==> src/rtl/add_round_key.sv <==
// AES AddRoundKey stage with a 2-entry registered output FIFO.
// Handshake: a transfer happens on a rising clk edge where valid and ready
// are both 1; valid never waits for ready, and ready never depends
// combinationally on the other side's valid or ready.
module add_round_key #(
    parameter int WIDTH = 128,
    parameter int DEPTH = 2
) (
    input  logic             clk,
    input  logic             rst_n,
    input  logic             in_valid,
    output logic             in_ready,
    input  logic [WIDTH-1:0] state_in,
    input  logic [WIDTH-1:0] round_key,
    output logic             out_valid,
    input  logic             out_ready,
    output logic [WIDTH-1:0] state_out
);

    localparam logic [1:0] COUNT_FULL = 2'd2;

    logic [WIDTH-1:0] mem_q [DEPTH];
    logic             wr_ptr_q, wr_ptr_d;
    logic             rd_ptr_q, rd_ptr_d;
    logic [1:0]       count_q, count_d;
    logic             in_ready_q, in_ready_d;
    logic             push, pop;
    logic [WIDTH-1:0] result;

    // The XOR is computed at the input and stored, so outputs come only from registers.
    assign result    = state_in ^ round_key;
    assign push      = in_valid && in_ready_q;
    assign pop       = (count_q != 2'd0) && out_ready;
    assign in_ready  = in_ready_q;
    assign out_valid = (count_q != 2'd0);
    assign state_out = out_valid ? mem_q[rd_ptr_q] : '0;

    // Next-state for pointers, occupancy and the registered ready flag.
    always_comb begin
        wr_ptr_d   = wr_ptr_q;
        rd_ptr_d   = rd_ptr_q;
        count_d    = count_q;
        in_ready_d = in_ready_q;
        if (push) begin
            wr_ptr_d = ~wr_ptr_q;
        end
        if (pop) begin
            rd_ptr_d = ~rd_ptr_q;
        end
        case ({push, pop})
            2'b10:   count_d = count_q + 2'd1;
            2'b01:   count_d = count_q - 2'd1;
            default: count_d = count_q;
        endcase
        // Ready is registered from the next count, so it reflects the
        // occupancy that the coming cycle will actually see.
        in_ready_d = (count_d != COUNT_FULL);
    end

    // Control registers; reset empties the FIFO and holds off input until release.
    always_ff @(posedge clk or negedge rst_n) begin
        if (!rst_n) begin
            wr_ptr_q   <= 1'b0;
            rd_ptr_q   <= 1'b0;
            count_q    <= 2'd0;
            in_ready_q <= 1'b0;
        end else begin
            wr_ptr_q   <= wr_ptr_d;
            rd_ptr_q   <= rd_ptr_d;
            count_q    <= count_d;
            in_ready_q <= in_ready_d;
        end
    end

    // Storage; a full FIFO never has push asserted, so stored data stays put.
    always_ff @(posedge clk or negedge rst_n) begin
        if (!rst_n) begin
            for (int i = 0; i < DEPTH; i++) begin
                mem_q[i] <= '0;
            end
        end else if (push) begin
            mem_q[wr_ptr_q] <= result;
        end
    end

endmodule

==> config.mk <==
export PLATFORM = sky130hd
export DESIGN_NAME = add_round_key
export DESIGN_NICKNAME = d
export VERILOG_FILES = /design/src/rtl/add_round_key.sv
export SDC_FILE = /design/constraint.sdc
export NUM_CORES = 1
export LEC_CHECK = 0
export ABC_AREA = 1
export CAP_MARGIN = 30
export CORE_MARGIN = 4
export CORE_UTILIZATION = 40
export DETAILED_ROUTE_END_ITERATION = 10
export GPL_TIMING_DRIVEN = 0
export PLACE_DENSITY = 0.7
export REMOVE_ABC_BUFFERS = 1
export SKIP_CTS_REPAIR_TIMING = 1
export SYNTH_ARGS = -nofsm -noshare
export SYNTH_HDL_FRONTEND = slang
export SYNTH_SLANG_ARGS = --single-unit
==> constraint.sdc <==
create_clock -name clk -period 4 [get_ports clk]
set_input_delay 1 -clock clk [delete_from_list [all_inputs] [get_ports clk]]
set_output_delay 1 -clock clk [all_outputs]
set_load 0.03 [all_outputs]
**Word-level counts from Yosys, hierarchy flattened**

Cells that the tools add are included.

- Add/subtract/negate cells: 2
- Magnitude comparators: 3
- Equality and inequality tests: 3
- Multiplexer cells: 8
- Bitwise gates (word level): 5
- Reduce and logical (&&, ||, !) cells: 4

Operator list:

| cell | count |
|---|---|
| $mux 128 | 5 |
| $bwmux 256 | 1 |
| $demux 128 s1 | 1 |
| $xor 128x128->128 | 1 |
| $ge 2x2->1 const B | 2 |
| $not 1->2 | 2 |
| $pmux 2 s2 | 1 |
| $logic_and 1x1->1 | 3 |
| $add 2x1->2 const B | 1 |
| $eq 2x1->1 const B | 1 |
| $eq 2x2->1 const B | 1 |
| $lt 2x1->1 const B | 1 |
| $ne 2x2->1 const B | 1 |
| $not 1->1 | 2 |
| $reduce_bool 2->1 | 1 |
| $sub 2x1->2 const B | 1 |

- Register bits: 261
- Output and inout bits: 130

**Longest topological paths before layout**

Gate-level depths: netlist of run 1.

- Depth in word-level cells: 6
- Mapped depth: 12
- Mapped depth without buffers: 11

**Worst setup path after synthesis of run 1**

No wires, ideal clock.

- Kind: reg-to-output
- From: register count_q[0]
- To: output port state_out[118]
- Arrival: 1486 ps
- Required time: 3000 ps
- Path slack: 1514 ps
- Stages on the path, launching flop included: 7
- Cells stage by stage: dfrtp_1 > inv_1 > nand2_2 > buf_4 > buf_2 > o21ai_0 > a21oi_1

- Word-level cells in the longest chain between the ends: 2

RTL lines:

| what | line | text |
|---|---|---|
| from (decl) | 25 | `logic [1:0] count_q, count_d;` |
| from (signal assigned) | 70 | `count_q <= count_d;` |
| $reduce_bool 2->1 | 35 | `assign out_valid = (count_q != 2'd0);` |
| named net out_valid | 15 | `output logic out_valid,` |
| $mux 128 | 36 | `assign state_out = out_valid ? mem_q[rd_ptr_q] : '0;` |
| to (decl) | 17 | `output logic [WIDTH-1:0] state_out` |

The timed path passes the listed nets, and every way through them passes these cells.

**Worst setup path in the final report of run 1**

- From: register count_q[0]
- To: output port state_out[71]

- Word-level cells in the longest chain between the ends: 2

RTL lines:

| what | line |
|---|---|
| $reduce_bool 2->1 | 35 |
| $mux 128 | 36 |

No other way between the ends.

==> out/results.ini, run 1 <==
[cells_and_area]
syn_to_final_growth_pct = 40.9
drive_gt1_share_pct = 3.44
fin_util_pct = 57.7
seq_area_sq_um = 6540
nNetsFinal = 2138
multi_input_area_sq_um = 5100
antenna_cells = 0
nFillCells = 2780

[timing]
setup_viol = 0
slew_headroom_pct = 54.9
worstMarginPinSlew_ps = 675
rsz0062_at_grt = no
slew_viol_final = 0
hold_slack_ps = 365
skew_ps = 9.52
final_hold_viol_count = 0
max_freq_ghz = 0.269
finalCritPeriodShare_pct = 92.9
fin_crit_ps = 3720

[yosys]
ys_ff_latch = 261
synth_top_cell_area_share_pct = 51.6
syn_area_sq_um = 12600
synth_mux_area_share_pct = 0
synth.avg_cell_area_sq_um = 8.24
syn_inst = 1536
synth_seq_area_share_pct = 51.6
synth_compound_area_share_pct = 15.2
synth_xor_area_share_pct = 9.00
synth_top_area_cell = dfrtp_1
synth.distinct_cells = 19
yosysWarningCount = 0
synthAdderAreaFrac_pct = 0.0989
synth-simple-area-share_pct = 15.8
synth_top_family_by_area = simple AND/OR/NAND/NOR gates
synth_area_leaders = dfrtp_1 (52%), nand2_1 (15%), xor2_1 (8.9%)

[pwr]
comb_power_share_pct = 57.0
p_sw_share_pct = 45.2
vdd_drop_max_mv = 0.373
p_switching_uw = 7250
p_per_area_nw_per_um2 = 899
p_leak_uw = 0.00831
pwr-share-clk_pct = 15.3
pwr-share-seq_pct = 27.7
p_int_uw = 8780

[clocking]
cts_tree = yes
cts_buffer_depth = 3
cts_sinks = 261
h-tree-depth = 1
clkLatencyLatePin_ps = 540
clk_pin_slew_ps = 60
cts_made_buffers = 29
clockRootBuffer = clkbuf_16

[route]
ant_nets = 0
drtIter0Drc = 845
drcViolationCount = 0
vias = 11200
dr.pass1.iters = 5
viasPerCell = 4.91
wl_per_cell_um = 15.7
drt_wl_total_um = 35900

[place]
numPortBuffers = 389
dp.final_hpwl_um = 23600
place_congestion = 0.756

[worst_setup_path]
cp-start-kind = flop
path_buf_inv = 3
setup.worst_path.end_class = primary output
crit_family = buffers and inverters
timing.rr.start = in_ready$_DFF_PN0_
arrival_ps = 2720
worstSetupStartpoint = count_q[0]$_DFF_PN0_
timing_worst_setup_path_type = flop to primary output
crit_slowest_cell = clkdlybuf4s50_1
max_stage_delay_ps = 730
path_cells = inv_1 -> nand2_8 -> buf_12 -> o21ai_0 -> a21oi_1 -> clkdlybuf4s50_1
crit_fanout = 54
cp.required_ps = 3000

[global_routing]
grt_start_max_net_pins = 118
antenna_found_initial = 0
grt_pass1_wl_um = 54900
grt_pass1_vias = 10900
overflow = 0
grt_usage_pct = 19.2

[die]
num_rows = 64
initial_utilization_pct = 40.9
dieArea_sq_um = 34500
core_sq_um = 30900
die_h_um = 186
num_io_pins = 390
die_w_um = 186

[hold_path]
hold_class = input pin to asynchronous set/reset pin

[run]
maxCapViolations = 0

[run_status]
status = finished clean

-- metal layers --
metal  GRT usage (%)  wire, um
met1            24.9     14900
met2            32.8     17400
met3            4.61      2880
met4            4.23       713
met5               0         0
-- state kept, by name, indices dropped and copies added, names as in the netlist --
| signal | count |
|---|---|
| in_ready | 1 |
| count_q | 2 |
| wr_ptr_q | 1 |
| rd_ptr_q | 1 |
| mem_q | 256 |
-- through the flow --
step	setup slack (ps)	std cells	total power, uW	TNS, ps	cell area [sq um]
after floorplan	-1630	1438	9610	-420700	12100
after global placement	-9490	2223	12600	-4162490	16500
after global routing	71.7	2288	17100	0	17800
after CTS	-207	2285	16000	-2780	17700
final	285	2288	16000	0	17800
after detailed placement	380	2239	13500	0	16900
-- final cells by class --
| type | instances | share of cell area (%) |
|---|---|---|
| sequential | 261 | 36.7 |
| multi-input combinational | 1042 | 28.6 |
| timing repair buffer | 407 | 24.3 |
| clock buffer | 42 | 4.63 |
| inverter | 136 | 2.89 |
| tap | 396 | 2.78 |
| clock inverter | 4 | 0.175 |
-- power by group through the flow --
| stage | logic, uW | registers, uW | clock network (uW) |
|---|---|---|---|
| finish | 9130 | 4440 | 2450 |
| global route | 9930 | 4570 | 2620 |
| CTS | 8990 | 4520 | 2510 |
| detailed placement | 8930 | 4560 | 0 |
| global placement | 7940 | 4630 | 0 |
| floorplan | 5100 | 4510 | 0 |
-- worst reg2reg max path: cells and delay by family, from the launching register on --
kind                   cells  cell delay [ps]
DFF                        1              370
and+or+nand+nor            4              870
buffers and inverters      4             1050
-- synth_stat cells --
library cell	n
o21ai_1	95
inv_2	2
nand2_2	2
dfrtp_1	261
o21ai_0	161
nand4_1	1
nor2_2	1
clkbuf_1	16
nor2_4	1
buf_1	1
buf_4	29
a21oi_1	128
buf_2	52
inv_1	134
nand3_1	1
xor2_1	129
nand2_1	520
ha_1	1
xnor2_1	1
-- kinds of logic (layout without fill, tap and decap cells) --
family                     Yosys count  in the layout
AOI/OAI and AO/OA                  384            384
xor gates and xnor gates           130            130
adders and majority gates            1              1
buffers and inverters              234            589
DFF                                261            261
and+or+nand+nor                    526            527
-- final timing paths --
kind	end	slack (ps)	depth (start not counted)
min reg2reg	mem_q[161]$_DFFE_PN0P_	470	2
max reg2reg	mem_q[191]$_DFFE_PN0P_	1580	8
max	state_out[71]	280	6
max in group asynchronous	mem_q[173]$_DFFE_PN0P_	2720	2
min in group clk	mem_q[161]$_DFFE_PN0P_	470	2
min	mem_q[177]$_DFFE_PN0P_	370	1
-- layout by cell type (no fill, tap or decap), types with 2 or more instances in the layout --
master,count
a21oi_1,128
buf_12,9
buf_16,9
clkbuf_1,8
clkbuf_16,29
clkbuf_8,5
clkdlybuf4s50_1,387
clkinv_4,3
dfrtp_1,260
inv_1,134
nand2_1,520
nor2_4,2
o21ai_0,161
o21ai_1,95
xor2_1,129
(Power assumes the default switching activity.)
==> inputs of run 2 (changes only) <==
--- a/config.mk
+++ b/config.mk
@@ -7,11 +7,14 @@
 export LEC_CHECK = 0
 export ABC_AREA = 1
 export CAP_MARGIN = 30
+export CELL_PAD_IN_SITES_DETAIL_PLACEMENT = 1
+export CELL_PAD_IN_SITES_GLOBAL_PLACEMENT = 1
 export CORE_MARGIN = 4
-export CORE_UTILIZATION = 40
+export CORE_UTILIZATION = 37
+export CTS_CLUSTER_DIAMETER = 40
 export DETAILED_ROUTE_END_ITERATION = 10
 export GPL_TIMING_DRIVEN = 0
-export PLACE_DENSITY = 0.7
+export PLACE_DENSITY_LB_ADDON = 0.1
 export REMOVE_ABC_BUFFERS = 1
 export SKIP_CTS_REPAIR_TIMING = 1
 export SYNTH_ARGS = -nofsm -noshare
==> run 2 against run 1 <==
- clock power is 61% higher
- final area increased by 4.4%
- clock-buffer cell count grew 12
- fmax shrank 4.3%
- clock skew shrank 1.8 ps
- combinational power grew 2%
- non-clock buffer count grew 1
- die area is 7.8% higher
- cell count is 3.8% higher
- sequential power barely moved
- critical path type unchanged
- largest cell class unchanged
- largest power group unchanged
==> out/results.ini, run 2 (same netlist as run 1, synthesis figures left out) <==
[run_status]
status = finished clean  ; unchanged

[timing]
tns_ps = 0  ; unchanged
hold_slack_ps = 415  ; was 365 ps
setup_viol = 0  ; unchanged
slew_headroom_pct = 49.5  ; was 54.9%
finalCritPeriodShare_pct = 97.0  ; was 92.9%
final_hold_viol_count = 0  ; unchanged
skew_ps = 7.73  ; was 9.52 ps
max_freq_ghz = 0.258  ; was 0.269 GHz
worstMarginPinSlew_ps = 755  ; was 675 ps
slew_viol_final = 0  ; unchanged
fin_crit_ps = 3880  ; was 3720 ps
finalWorstSetupSlack_ps = 120  ; was 285 ps

[clocking]
clk_pin_slew_ps = 60  ; about the same
clockRootBuffer = clkbuf_16  ; unchanged
cts_sinks = 261  ; unchanged
h-tree-depth = 2  ; was 1
cts_tree = yes  ; unchanged
cts_made_buffers = 45  ; was 29
clkLatencyLatePin_ps = 520  ; was 540 ps
cts_buffer_depth = 3  ; unchanged

[route]
met1_length_um = 16600  ; was 14900 um
dr_wl_met2_um = 20000  ; was 17400 um
wl_met3_um = 2830  ; was 2880 um
drtIter0Drc = 575  ; was 845
top_layer = met4  ; unchanged
vias = 11500  ; was 11.2k
drcViolationCount = 0  ; unchanged
wl_per_cell_um = 16.9  ; was 15.7 um
viasPerCell = 4.84  ; was 4.91
dr.pass1.iters = 4  ; was 5
ant_nets = 0  ; unchanged
drt_wl_total_um = 40200  ; was 35900 um

[die]
initial_utilization_pct = 37.6  ; was 40.9%
die_w_um = 193  ; was 186 um
dieArea_sq_um = 37200  ; was 34500 sq um
core_sq_um = 33600  ; was 30900 sq um
num_io_pins = 390  ; unchanged
die_h_um = 193  ; was 186 um
num_rows = 67  ; was 64

[cells_and_area]
nNetsFinal = 2154  ; was 2138
mostFrequentLayoutCells = nand2_1 (520), clkdlybuf4s50_1 (387), dfrtp_1 (260), o21ai_0 (161), inv_1 (134)  ; unchanged
seq_area_sq_um = 6540  ; unchanged
nFillCells = 3904  ; was 2780
syn_to_final_growth_pct = 47.1  ; was 40.9%
multi_input_area_sq_um = 5080  ; was 5100 sq um
reg_top3 = mem_q (256), count_q (2)  ; unchanged
largest_reg_flops = 256  ; unchanged
fin_util_pct = 55.4  ; was 57.7%
top_register = mem_q  ; unchanged
drive_gt1_share_pct = 5.50  ; was 3.44%
antenna_cells = 0  ; unchanged
layout_commonest_cell = nand2_1  ; unchanged

[pwr]
finalPower_uw = 17700  ; was 16000 uW
p_per_area_nw_per_um2 = 949  ; was 899 nW/um^2
p_switching_uw = 7710  ; was 7250 uW
p_sw_share_pct = 43.7  ; was 45.2%
vdd_drop_max_mv = 0.419  ; was 0.373 mV
pwr-share-clk_pct = 22.3  ; was 15.3%
comb_power_share_pct = 52.5  ; was 57.0%
pwr-share-seq_pct = 25.1  ; was 27.7%
p_int_uw = 9950  ; was 8780 uW
p_leak_uw = 0.00865  ; was 0.00831 uW

[worst_setup_path]
timing_worst_setup_path_type = flop to primary output  ; unchanged
cp_common_cell = buf_16
crit_slowest_cell = clkdlybuf4s50_1  ; unchanged
setup.worst_path.end_class = primary output  ; unchanged
path_buf_inv = 3  ; unchanged
path_cells = buf_16 -> buf_16 -> o21ai_0 -> a21oi_1 -> clkdlybuf4s50_1  ; was inv_1 -> nand2_8 -> buf_12 -> o21ai_0 -> a21oi_1 -> clkdlybuf4s50_1
crit_family = buffers and inverters  ; unchanged
arrival_ps = 2880  ; was 2720 ps
max_stage_delay_ps = 730  ; about the same
cp-start-kind = flop  ; unchanged
crit_fanout = 76  ; was 54
cp.required_ps = 3000  ; about the same

[place]
dp_slack_ps = 440  ; was 380 ps
numPortBuffers = 389  ; unchanged
dp.final_hpwl_um = 26200  ; was 23600 um
place_congestion = 0.719  ; was 0.756

[global_routing]
overflow = 0  ; unchanged
grt_pass1_vias = 12200  ; was 10.9k
antenna_found_initial = 0  ; unchanged
grt_pass1_wl_um = 62500  ; was 54900 um
grt_start_max_net_pins = 104  ; was 118
grt_usage_pct = 20.6  ; was 19.2%

[run]
maxCapViolations = 0  ; unchanged

[hold_path]
hold_class = input pin to asynchronous set/reset pin  ; unchanged

==> run 2: changes by cell type in the layout (fill, tap and decap cells not counted), sizes merged <==
| cell | delta |
|---|---|
| clkbuf | +12 |
| inv | +7 |
| clkinv | +6 |
| clkinvlp | +6 |
| bufinv | +5 |
| buf | +1 |
| nand2 | -1 |
==> run 2: power groups by stage <==
stage	Sequential (uW)	Combinational, uW	Clock (uW)
2_1_floorplan	4510	5100	0
3_3_place_gp	4640	7940	0
3_5_place_dp	4510	9190	0
4_1_cts	4490	9290	4030
5_1_grt	4580	10100	4150
6_report	4430	9270	3950
==> run 2: metal layers <==
metal | up-vias | track usage (%)
met1 | 5623 | 25.4
met4 | 0 | 5.23
met3 | 60 | 5.23
met2 | 272 | 36.3
met5 | - | 0
li1 | 5555 | -
==> run 2: final timing paths <==
path	to	slack, ps	depth (start not counted)	start
min reg2reg	mem_q[210]$_DFFE_PN0P_	470	2	mem_q[210]$_DFFE_PN0P_
max in group asynchronous	mem_q[65]$_DFFE_PN0P_	2180	3	rst_n
max	state_out[82]	120	5	rd_ptr_q$_DFFE_PN0P_
max reg2reg	mem_q[208]$_DFFE_PN0P_	1590	8	in_ready$_DFF_PN0_
min	mem_q[207]$_DFFE_PN0P_	410	1	rst_n
min in group clk	mem_q[210]$_DFFE_PN0P_	470	2	mem_q[210]$_DFFE_PN0P_
==> run 2: layout make-up <==
| class | count | area share [%] |
|---|---|---|
| clock buffer | 54 | 6.68 |
| clock inverter | 28 | 1.73 |
| inverter | 136 | 2.77 |
| multi-input combinational | 1041 | 27.3 |
| sequential | 261 | 35.1 |
| tap | 448 | 3.01 |
| timing repair buffer | 408 | 23.4 |
==> run 2: stage by stage <==
step           cell area [sq um]  cells
6_report                   18600   2376
5_1_grt                    18600   2376
4_1_cts                    18600   2374
3_5_place_dp               17000   2292
3_3_place_gp               16600   2275
2_1_floorplan              12100   1438
==> run 2: worst reg2reg max path, delay by kind of cell, from the launching register on <==
family,cells,cell delay [ps]
buf+inv,4,1030
simple gates,4,900
flops,1,360
==> inputs of run 3 (changes only) <==
--- a/config.mk
+++ b/config.mk
@@ -17,6 +17,7 @@
 export PLACE_DENSITY_LB_ADDON = 0.1
 export REMOVE_ABC_BUFFERS = 1
 export SKIP_CTS_REPAIR_TIMING = 1
+export SKIP_LAST_GASP = 1
 export SYNTH_ARGS = -nofsm -noshare
 export SYNTH_HDL_FRONTEND = slang
 export SYNTH_SLANG_ARGS = --single-unit
==> run 3 against run 2 <==
- fmax fell by 0.61%
- cell count stayed put
- global-route usage did not move
- first-iteration DRC count did not move
- clock-buffer cell count did not move
- sequential cell count is the same
- hold slack unchanged
- non-clock buffer count did not move
- largest cell class unchanged
- die area unchanged
- via count unchanged
==> out/results.ini, run 3 (same netlist as run 1, synthesis figures left out) <==
[run_status]
status = finished clean  ; unchanged

[timing]
worstMarginPinSlew_ps = 755  ; unchanged
rsz0062_at_grt = yes
slew_headroom_pct = 49.5  ; unchanged
finalWorstSetupSlack_ps = 95.7  ; was 120 ps
finalCritPeriodShare_pct = 97.6  ; was 97.0%
final_hold_viol_count = 0  ; unchanged
slew_viol_final = 0  ; unchanged
tns_ps = 0  ; unchanged
fin_crit_ps = 3900  ; was 3880 ps
skew_ps = 7.73  ; unchanged
setup_viol = 0  ; unchanged
max_freq_ghz = 0.256  ; was 0.258 GHz

[place]
dp_slack_ps = 440  ; unchanged
place_congestion = 0.719  ; unchanged
dp.final_hpwl_um = 26200  ; unchanged
placed_area_sq_um = 17000  ; unchanged
place_inst = 2292  ; unchanged
numPortBuffers = 389  ; unchanged

[global_routing]
overflow = 0  ; unchanged
grt_start_max_net_pins = 104  ; unchanged
grt_pass1_vias = 12200  ; unchanged
grt_pass1_wl_um = 62500  ; unchanged
grt_usage_pct = 20.6  ; unchanged
antenna_found_initial = 0  ; unchanged

[cells_and_area]
drive_gt1_share_pct = 5.50  ; unchanged
layout_commonest_cell = nand2_1  ; unchanged
fin_cells = 2376  ; unchanged
reg_top3 = mem_q (256), count_q (2)  ; unchanged
largest_reg_flops = 256  ; unchanged
nFillCells = 3903  ; was 3904
syn_to_final_growth_pct = 47.1  ; about the same
nNetsFinal = 2154  ; unchanged
mostFrequentLayoutCells = nand2_1 (520), clkdlybuf4s50_1 (388), dfrtp_1 (260), o21ai_0 (161), inv_1 (134)  ; was nand2_1 (520), clkdlybuf4s50_1 (387), dfrtp_1 (260), o21ai_0 (161), inv_1 (134)
fin_util_pct = 55.3  ; was 55.4%
top_register = mem_q  ; unchanged
antenna_cells = 0  ; unchanged
fin_area_sq_um = 18600  ; about the same

[worst_setup_path]
crit_fanout = 76  ; unchanged
cp-start-kind = flop  ; unchanged
setup.worst_path.end_class = primary output  ; unchanged
reg2reg_depth = 8  ; unchanged
cp.required_ps = 3000  ; about the same
arrival_ps = 2900  ; was 2880 ps
crit_slowest_cell = clkdlybuf4s50_1  ; unchanged
crit_family = buffers and inverters  ; unchanged
cp_common_cell = buf_16  ; unchanged
max_stage_delay_ps = 710  ; was 730 ps
timing_worst_setup_path_type = flop to primary output  ; unchanged
r2r_slack_ps = 1590  ; about the same
path_cells = buf_16 -> buf_16 -> o21ai_0 -> a21oi_1 -> clkdlybuf4s50_1  ; unchanged
timing.rr.start = in_ready$_DFF_PN0_  ; unchanged
r2r_end = mem_q[208]$_DFFE_PN0P_  ; unchanged
path_buf_inv = 3  ; unchanged

[run]
maxCapViolations = 0  ; unchanged

[route]
drcViolationCount = 0  ; unchanged
drt_wl_total_um = 40200  ; about the same
dr.pass1.iters = 4  ; unchanged
viasPerCell = 4.84  ; unchanged
wl_per_cell_um = 16.9  ; about the same
ant_nets = 0  ; unchanged
vias = 11500  ; unchanged
drtIter0Drc = 575  ; unchanged

[clocking]
clk_pin_slew_ps = 60  ; about the same
cts_tree = yes  ; unchanged
cts_sinks = 261  ; unchanged
clkLatencyLatePin_ps = 520  ; about the same
cts_made_buffers = 45  ; unchanged
clockRootBuffer = clkbuf_16  ; unchanged
h-tree-depth = 2  ; unchanged
cts_buffer_depth = 3  ; unchanged

[die]
num_io_pins = 390  ; unchanged
dieArea_sq_um = 37200  ; unchanged
initial_utilization_pct = 37.6  ; unchanged
die_h_um = 193  ; unchanged
core_sq_um = 33600  ; unchanged
num_rows = 67  ; unchanged
die_w_um = 193  ; unchanged

[pwr]
p_int_uw = 9950  ; about the same
p_sw_share_pct = 43.7  ; about the same
pwr-share-seq_pct = 25.1  ; about the same
p_leak_uw = 0.00863  ; was 0.00865 uW
pwr-share-clk_pct = 22.3  ; about the same
vdd_drop_max_mv = 0.419  ; about the same
p_switching_uw = 7710  ; about the same
comb_power_share_pct = 52.5  ; about the same
p_per_area_nw_per_um2 = 949  ; about the same

[hold_path]
hold_class = input pin to asynchronous set/reset pin  ; unchanged

## run 3: cell types whose count changed in the layout (fill, tap and decap cells not counted), sizes merged
cell	before	now
clkdlybuf4s50	387	388
dlymetal6s2s	1	0
## run 3: stage by stage
step	hold slack (ps)	power, uW
2_1_floorplan	444	9610
3_5_place_dp	460	13700
3_3_place_gp	456	12600
5_1_grt	448	18800
4_1_cts	442	17800
6_report	415	17700
## run 3: worst reg2reg max path, delay by kind of cell (launching register included)
family	cells	cell delay (ps)
buf+inv	4	1030
flops	1	360
simple gates	4	900
## run 3: layout make-up
class                      instances  area (sq um)  area share, %
multi-input combinational       1041          5080           27.3
tap                              448           561           3.01
clock inverter                    28           322           1.73
inverter                         136           515           2.77
sequential                       261          6540           35.1
timing repair buffer             408          4350           23.4
clock buffer                      54          1240           6.68
## run 3: how the worst max path moves through the flow
stage	from	to	slack (ps)	cells past startpoint
after floorplan	rd_ptr_q$_DFFE_PN0P_	state_out[126]	-1630	1
after global placement	rst_n	mem_q[65]$_DFFE_PN0P_	-10030	1
after detailed placement	in_valid	mem_q[147]$_DFFE_PN0P_	440	9
after CTS	rd_ptr_q$_DFFE_PN0P_	state_out[3]	-100	5
after global routing	rd_ptr_q$_DFFE_PN0P_	state_out[3]	-10	5
final	rd_ptr_q$_DFFE_PN0P_	state_out[3]	100	5
## run 3: power by group through the flow
| stage | combinational, uW | sequential (uW) | clock, uW |
|---|---|---|---|
| global route | 10100 | 4580 | 4150 |
| floorplan | 5100 | 4510 | 0 |
| detailed placement | 9190 | 4510 | 0 |
| finish | 9280 | 4430 | 3950 |
| global placement | 7940 | 4640 | 0 |
| CTS | 9290 | 4490 | 4030 |
## run 3: per-layer routing
layer  global-route usage (%)  up-vias  wire [um]
met3                     5.23       60       2830
met4                     5.23        0        797
met2                     36.3      272      20000
li1                         -     5555          -
met5                        0        -          0
met1                     25.4     5623      16600
